File: src/rtl/lock_entry_ctrl.sv
// rtl/lock_entry_ctrl.sv - debounced pattern entry front-end for the pattern lock
// Optional failure counting and timed lockout built only when LOCK_ENTRY_LOCKOUT_EN is defined.
module lock_entry_ctrl #(
  parameter int unsigned DEBOUNCE_CYCLES = 16,
  parameter int unsigned MAX_FAILS       = 3,
  parameter int unsigned LOCKOUT_CYCLES  = 64
) (
  input  logic       clk,
  input  logic       rst_n,
  input  logic [3:0] sw,
  input  logic       enter_btn,
  input  logic       verdict_ok,
  input  logic       verdict_fail,
  input  logic       unlocked,
  output logic [3:0] pattern,
  output logic       pattern_valid,
  output logic       locked_out,
  output logic [3:0] fail_count,
  output logic       busy
);

  localparam int DB_W = $clog2(DEBOUNCE_CYCLES + 1);

  typedef enum logic [2:0] {
    IDLE,
    PRESS_DB,
    PRESENT,
    REL_DB,
    LOCKOUT
  } state_e;

  state_e          state_q, state_d;
  logic [DB_W-1:0] db_cnt_q, db_cnt_d;
  logic [3:0]      pattern_q, pattern_d;
  logic [3:0]      sw_meta_q, sw_s_q;
  logic            btn_meta_q, btn_s_q;

`ifdef LOCK_ENTRY_LOCKOUT_EN
  localparam int LO_W = $clog2(LOCKOUT_CYCLES + 1);

  logic [LO_W-1:0] lo_cnt_q, lo_cnt_d;
  logic [3:0]      fail_cnt_q, fail_cnt_d;
  logic [3:0]      fail_inc;
  logic            entry_fail;
  logic            lo_done;
`else
  logic            unused_inputs;
  assign unused_inputs = ^{verdict_ok, verdict_fail, unlocked,
                           (MAX_FAILS == 0), (LOCKOUT_CYCLES == 0)};
`endif

  always_ff @(posedge clk or negedge rst_n) begin
    if (!rst_n) begin
      state_q    <= IDLE;
      db_cnt_q   <= '0;
      pattern_q  <= '0;
      sw_meta_q  <= '0;
      sw_s_q     <= '0;
      btn_meta_q <= 1'b0;
      btn_s_q    <= 1'b0;
`ifdef LOCK_ENTRY_LOCKOUT_EN
      lo_cnt_q   <= '0;
      fail_cnt_q <= '0;
`endif
    end else begin
      state_q    <= state_d;
      db_cnt_q   <= db_cnt_d;
      pattern_q  <= pattern_d;
      sw_meta_q  <= sw;
      sw_s_q     <= sw_meta_q;
      btn_meta_q <= enter_btn;
      btn_s_q    <= btn_meta_q;
`ifdef LOCK_ENTRY_LOCKOUT_EN
      lo_cnt_q   <= lo_cnt_d;
      fail_cnt_q <= fail_cnt_d;
`endif
    end
  end

  always_comb begin
    state_d   = state_q;
    db_cnt_d  = db_cnt_q;
    pattern_d = pattern_q;
`ifdef LOCK_ENTRY_LOCKOUT_EN
    lo_cnt_d   = lo_cnt_q;
    lo_done    = 1'b0;
    entry_fail = verdict_fail | ~verdict_ok;
    fail_inc   = (fail_cnt_q == 4'd15) ? 4'd15 : fail_cnt_q + 4'd1;
`endif
    case (state_q)
      IDLE: begin
        if (btn_s_q) begin
          state_d  = PRESS_DB;
          db_cnt_d = DB_W'(1);
        end
      end
      PRESS_DB: begin
        if (!btn_s_q) begin
          state_d  = IDLE;
          db_cnt_d = '0;
        end else if (db_cnt_q == DB_W'(DEBOUNCE_CYCLES)) begin
          state_d   = PRESENT;
          pattern_d = sw_s_q;
          db_cnt_d  = '0;
        end else begin
          db_cnt_d = db_cnt_q + DB_W'(1);
        end
      end
      PRESENT: begin
        state_d  = REL_DB;
        db_cnt_d = '0;
`ifdef LOCK_ENTRY_LOCKOUT_EN
        // An unlocked clear in the same cycle wins, so it also suppresses lockout.
        if (entry_fail && !unlocked && fail_inc == 4'(MAX_FAILS)) begin
          state_d  = LOCKOUT;
          lo_cnt_d = '0;
        end
`endif
      end
      REL_DB: begin
        if (btn_s_q) begin
          db_cnt_d = '0;
        end else if (db_cnt_q == DB_W'(DEBOUNCE_CYCLES - 1)) begin
          state_d  = IDLE;
          db_cnt_d = '0;
        end else begin
          db_cnt_d = db_cnt_q + DB_W'(1);
        end
      end
`ifdef LOCK_ENTRY_LOCKOUT_EN
      LOCKOUT: begin
        if (lo_cnt_q == LO_W'(LOCKOUT_CYCLES - 1)) begin
          state_d  = REL_DB;
          lo_cnt_d = '0;
          db_cnt_d = '0;
          lo_done  = 1'b1;
        end else begin
          lo_cnt_d = lo_cnt_q + LO_W'(1);
        end
      end
`endif
      default: state_d = IDLE;
    endcase
`ifdef LOCK_ENTRY_LOCKOUT_EN
    if (unlocked || lo_done) begin
      fail_cnt_d = '0;
    end else if (state_q == PRESENT && entry_fail) begin
      fail_cnt_d = fail_inc;
    end else begin
      fail_cnt_d = fail_cnt_q;
    end
`endif
  end

  always_comb begin
    pattern       = pattern_q;
    pattern_valid = (state_q == PRESENT);
    busy          = (state_q != IDLE);
`ifdef LOCK_ENTRY_LOCKOUT_EN
    locked_out    = (state_q == LOCKOUT);
    fail_count    = fail_cnt_q;
`else
    locked_out    = 1'b0;
    fail_count    = 4'd0;
`endif
  end

endmodule

File: config.mk
export PLATFORM = sky130hd
export DESIGN_NAME = lock_entry_ctrl
export DESIGN_NICKNAME = d
export VERILOG_FILES = /design/src/rtl/lock_entry_ctrl.sv
export SDC_FILE = /design/constraint.sdc
export NUM_CORES = 1
export LEC_CHECK = 0
export CELL_PAD_IN_SITES_DETAIL_PLACEMENT = 0
export CELL_PAD_IN_SITES_GLOBAL_PLACEMENT = 1
export CORE_AREA = 10 10 54 67
export DETAILED_ROUTE_END_ITERATION = 8
export DIE_AREA = 0 0 64 77
export HOLD_SLACK_MARGIN = 0.06
export PLACE_DENSITY = 0.92
export SLEW_MARGIN = 5
export SYNTH_ARGS = -nofsm -noshare
export SYNTH_HDL_FRONTEND = slang
export SYNTH_SLANG_ARGS = --single-unit
File: constraint.sdc
create_clock -name clk -period 4.2 [get_ports clk]
set_clock_uncertainty 0.1 [all_clocks]
set_input_delay 1.05 -clock clk [delete_from_list [all_inputs] [get_ports clk]]
set_output_delay 1.05 -clock clk [all_outputs]
set_load 0.01 [all_outputs]
# Yosys cells after proc, flatten, opt, wreduce, memory -nomap -nowiden
# Index checks and enable logic that the tools add are counted.
[word_totals]
in_bits = 10
wordCells = 35
register_bits = 22
[op_classes]
eq_ne = 9
addsub = 1
reduce_logical = 6
n_mux = 12
[op_table]
columns = ["operator", "n"]
rows = [
  ["$mux 5", 5],
  ["$pmux 5 s4", 1],
  ["$mux 3", 5],
  ["$pmux 3 s4", 1],
  ["$eq 3x2->1 const B", 2],
  ["$ne 2x2->1 const B", 3],
  ["$add 5x1->5 const B", 1],
  ["$eq 5x4->1 const B", 1],
  ["$eq 5x5->1 const B", 1],
  ["$reduce_and 4->1", 1],
  ["$reduce_bool 4->1", 1],
  ["$eq 3x1->1 const B", 1],
  ["$logic_not 3->1", 1],
  ["$ne 3x3->1 const B", 1],
  ["$reduce_and 3->1", 1],
  ["$reduce_bool 3->1", 1],
  ["$reduce_and 2->1", 1],
]

# Longest topological paths before layout
[logic_depth]
word_depth = 4
ltp_mapped = 7
mapped_depth_nobuf = 7

# Least setup slack after synthesis
# OpenSTA, ideal clock, no wires.
[synth_path]
path_type = "reg2out"
startpoint = "register state_q[1]"
endpoint = "output pattern_valid"
path_stages_with_launch = 3
required_ps = 3050
path_buffers = 1
arrival_time_ps = 761
slack_ps = 2289
path_cell_list = "dfrtp_1 > buf_2 > nor2b_1"
[synth_via]
elab_chain_len = 1
[synth_lines]
columns = ["element", "line_no", "source"]
rows = [
  ["start: declaration", "32", "state_e state_q, state_d;"],
  ["start signal: assignment", "66", "state_q <= state_d;"],
  ["$eq 3x2->1", "157", "pattern_valid = (state_q == PRESENT);"],
  ["end: declaration", "16", "output logic pattern_valid,"],
]
# No other way between the ends.

# Worst setup path after layout
[layout_path]
startpoint = "register state_q[1]"
endpoint = "output busy"
[layout_via]
elab_chain_len = 1
[layout_lines]
columns = ["element", "line_no", "source"]
rows = [
  ["$reduce_bool 3->1", "158", "busy = (state_q != IDLE);"],
  ["end: declaration", "19", "output logic busy"],
]
# No other way between the ends.

==> qor.yml <==
synth:
  synth_seq_cells: 21
  muxShareOfSynthArea_pct: 5.82
  synth_top_area_share_pct: 55.6
  avgSynthCellArea_sq_um: 11.8
  synth_common_cells: "dfrtp_1, inv_1, buf_4"
  synthAdderAreaFrac_pct: 5.29
  synth-simple-area-share_pct: 13.5
  synth_ff_type: "dfrtp_1"
  yosysTopAreaCell: "dfrtp_1"
  synth_compound_area_share_pct: 9.92
  yosysWarnings: 0
  yosysSeqAreaShare_pct: 55.6
  synth_cells: 80
  yosysMostFrequentCell: "dfrtp_1"
  synth-edff-count: 0
  synth_top_family_by_area: "simple AND/OR/NAND/NOR gates"
  ys_async_sr_fraction_pct: 100
  yosys-top-cells-area: "dfrtp_1, ha_1, buf_4"
  netlist_area_sq_um: 946
  synth_xor_area_share_pct: 0.926
  synth.distinct_cells: 30
worst_hold_path:
  hold_path.class: "reg -> reg"
  whs_path_depth: 0
  min_from: "btn_meta_q"
  min_to: "btn_s_q"
floorplan:
  dieArea_sq_um: 4930
  core_sq_um: 2380
  num_rows: 20
  die_h_um: 77
  ioPinCount: 21
  die_w_um: 64
  start_util_pct: 39.8
drt:
  drc: 0
  first_pass_iters: 4
  viasPerCell: 4.72
  postRouteAntennaNets: 0
  wl_mm: 1.66
  wl_per_cell_um: 13.3
  via_count: 590
  drt_iter0_drc: 13
grt:
  grt_max_degree: 22
  grt_usage_pct: 7.10
  grt_pass1_wl_mm: 2.79
  grt-ovfl-total: 0
  grt_pass1_vias: 619
  antenna_found_initial: 0
cts:
  tritoncts: "yes"
  postCtsSetupBuffers: 0
  htreeDepth: 1
  clkSinkCount: 21
  cts_buffers: 3
  cts_root_buf: "clkbuf_4"
  cts_hold_buf: 0
  cts_resized: 0
  clk_pin_slew_ns: 0.12
  insertion_delay_ns: 0.31
  cts_buffer_depth: 2
critical_path:
  critPathKind: "reg -> out"
  end_kind: "output pin"
  cp.required_ns: 3.05
  r2r_start: "db_cnt_q[0]"
  cp_max_fo: 13
  r2r_end: "db_cnt_q[3]"
  arrival_ns: 1.73
  rrSetupSlack_ns: 2.30
  worstRegToRegCells: 6
  critPathLaunchType: "flop"
sta:
  rsz0062_at_grt: "no"
  post-route-period-util_pct: 68.6
  setup_viol_count_final: 0
  relSlewSlack_pct: 39.4
  fin_crit_ns: 2.88
  max_freq_ghz: 0.347
  finalHoldViolCount: 0
  finalMaxSlewViolations: 0
  worstMarginPinSlew_ns: 0.906
  tns_ns: 0
placement:
  dp_hpwl_mm: 1.26
  placed_cells: 121
  placed_area_sq_um: 1070
  gp_congestion: 0.789
  io_buffers: 12
power_and_ir_drop:
  power_leakage_nw: 0.484
  pwr_density_cell_nw_per_um2: 317
  vdd_drop_max_mv: 0.176
  total_power_uw: 347
layout:
  stdcell_area_sq_um: 1100
  regArea_sq_um: 526
  antenna_cells: 0
  finalNonFillerCells: 125
  drive_gt1_share_pct: 8.70
  fin_nets: 107
  area.growth.synth_to_final_pct: 16.0
  fin_util_pct: 46.2
  multi_input_area_sq_um: 354
  num-fill-cells: 226
outcome:
  status: "finished clean"
job:
  maxCapViolCount: 0
==> worst max path at each step <==
stage / endpoint / start / slack (ns) / cells past startpoint
after floorplan: pattern_valid / state_q[1] / 2.29 / 2
after global placement: busy / state_q[1] / 1.72 / 2
after detailed placement: busy / state_q[1] / 1.69 / 2
after CTS: busy / state_q[1] / 1.32 / 2
after global routing: busy / state_q[1] / 1.21 / 2
final: busy / state_q[1] / 1.32 / 2
==> logic make-up after synthesis <==
logic type,count (synthesis)
multiplexers,5
other,1
flip-flops,21
adder cells (fa/ha/maj),4
XOR/XNOR,1
buffers and inverters,15
AND/OR/NAND/NOR,19
AO/OA/AOI/OAI,14
==> layer usage <==
metal,GRT usage [%],part of all wire (%)
met2,11.5,49
met1,7.31,41
met4,4.61,2.2
met3,2.91,7.0
met5,0,0
==> area by class of cell <==
type / count / share of cell area (%)
Tap cell: 33 / 3.76
Clock buffer: 3 / 2.05
Inverter: 7 / 2.39
Multi-Input combinational cell: 48 / 32.3
Timing Repair Buffer: 12 / 10.9
Clock inverter: 1 / 0.684
Sequential cell: 21 / 47.9
==> state kept, by name, summed over array words and instances (netlist names) <==
name and cells:
btn_s_q 1, state_q 2, btn_meta_q 1, sw_meta_q 4, db_cnt_q 5, pattern 4, sw_s_q 4
==> power breakdown <==
part | switching (mW) | internal, mW
clock | 0.0654 | 0.0364
combinational | 0.0152 | 0.0132
sequential | 0.00720 | 0.210
==> layout by cell type (no fill, tap or decap), types with 2 or more instances in the layout <==
| cell | netlist | final |
|---|---|---|
| o21ai_1 | 3 | 3 |
| a21oi_1 | 4 | 4 |
| clkbuf_4 | 0 | 3 |
| conb_1 | 1 | 5 |
| inv_1 | 7 | 7 |
| dfrtp_1 | 21 | 21 |
| nand2_1 | 3 | 3 |
| nor2b_1 | 2 | 2 |
| nor2_1 | 3 | 3 |
| clkdlybuf4s50_1 | 0 | 12 |
| ha_1 | 4 | 4 |
| mux2_1 | 4 | 4 |
| nand3_1 | 3 | 3 |
==> worst max-delay path, stage by stage (launching register included) <==
cell,delay [ns]
dfrtp_1,0.59
or2_1,0.25
clkdlybuf4s50_1,0.57
==> stage by stage <==
stage / setup WS [ns] / hold WS [ns]
floorplan: 2.29 / 0.231
global placement: 1.72 / 0.233
detailed placement: 1.69 / 0.235
CTS: 1.32 / 0.264
global route: 1.21 / 0.270
finish: 1.32 / 0.263
Power figures use the tool's default switching activity.
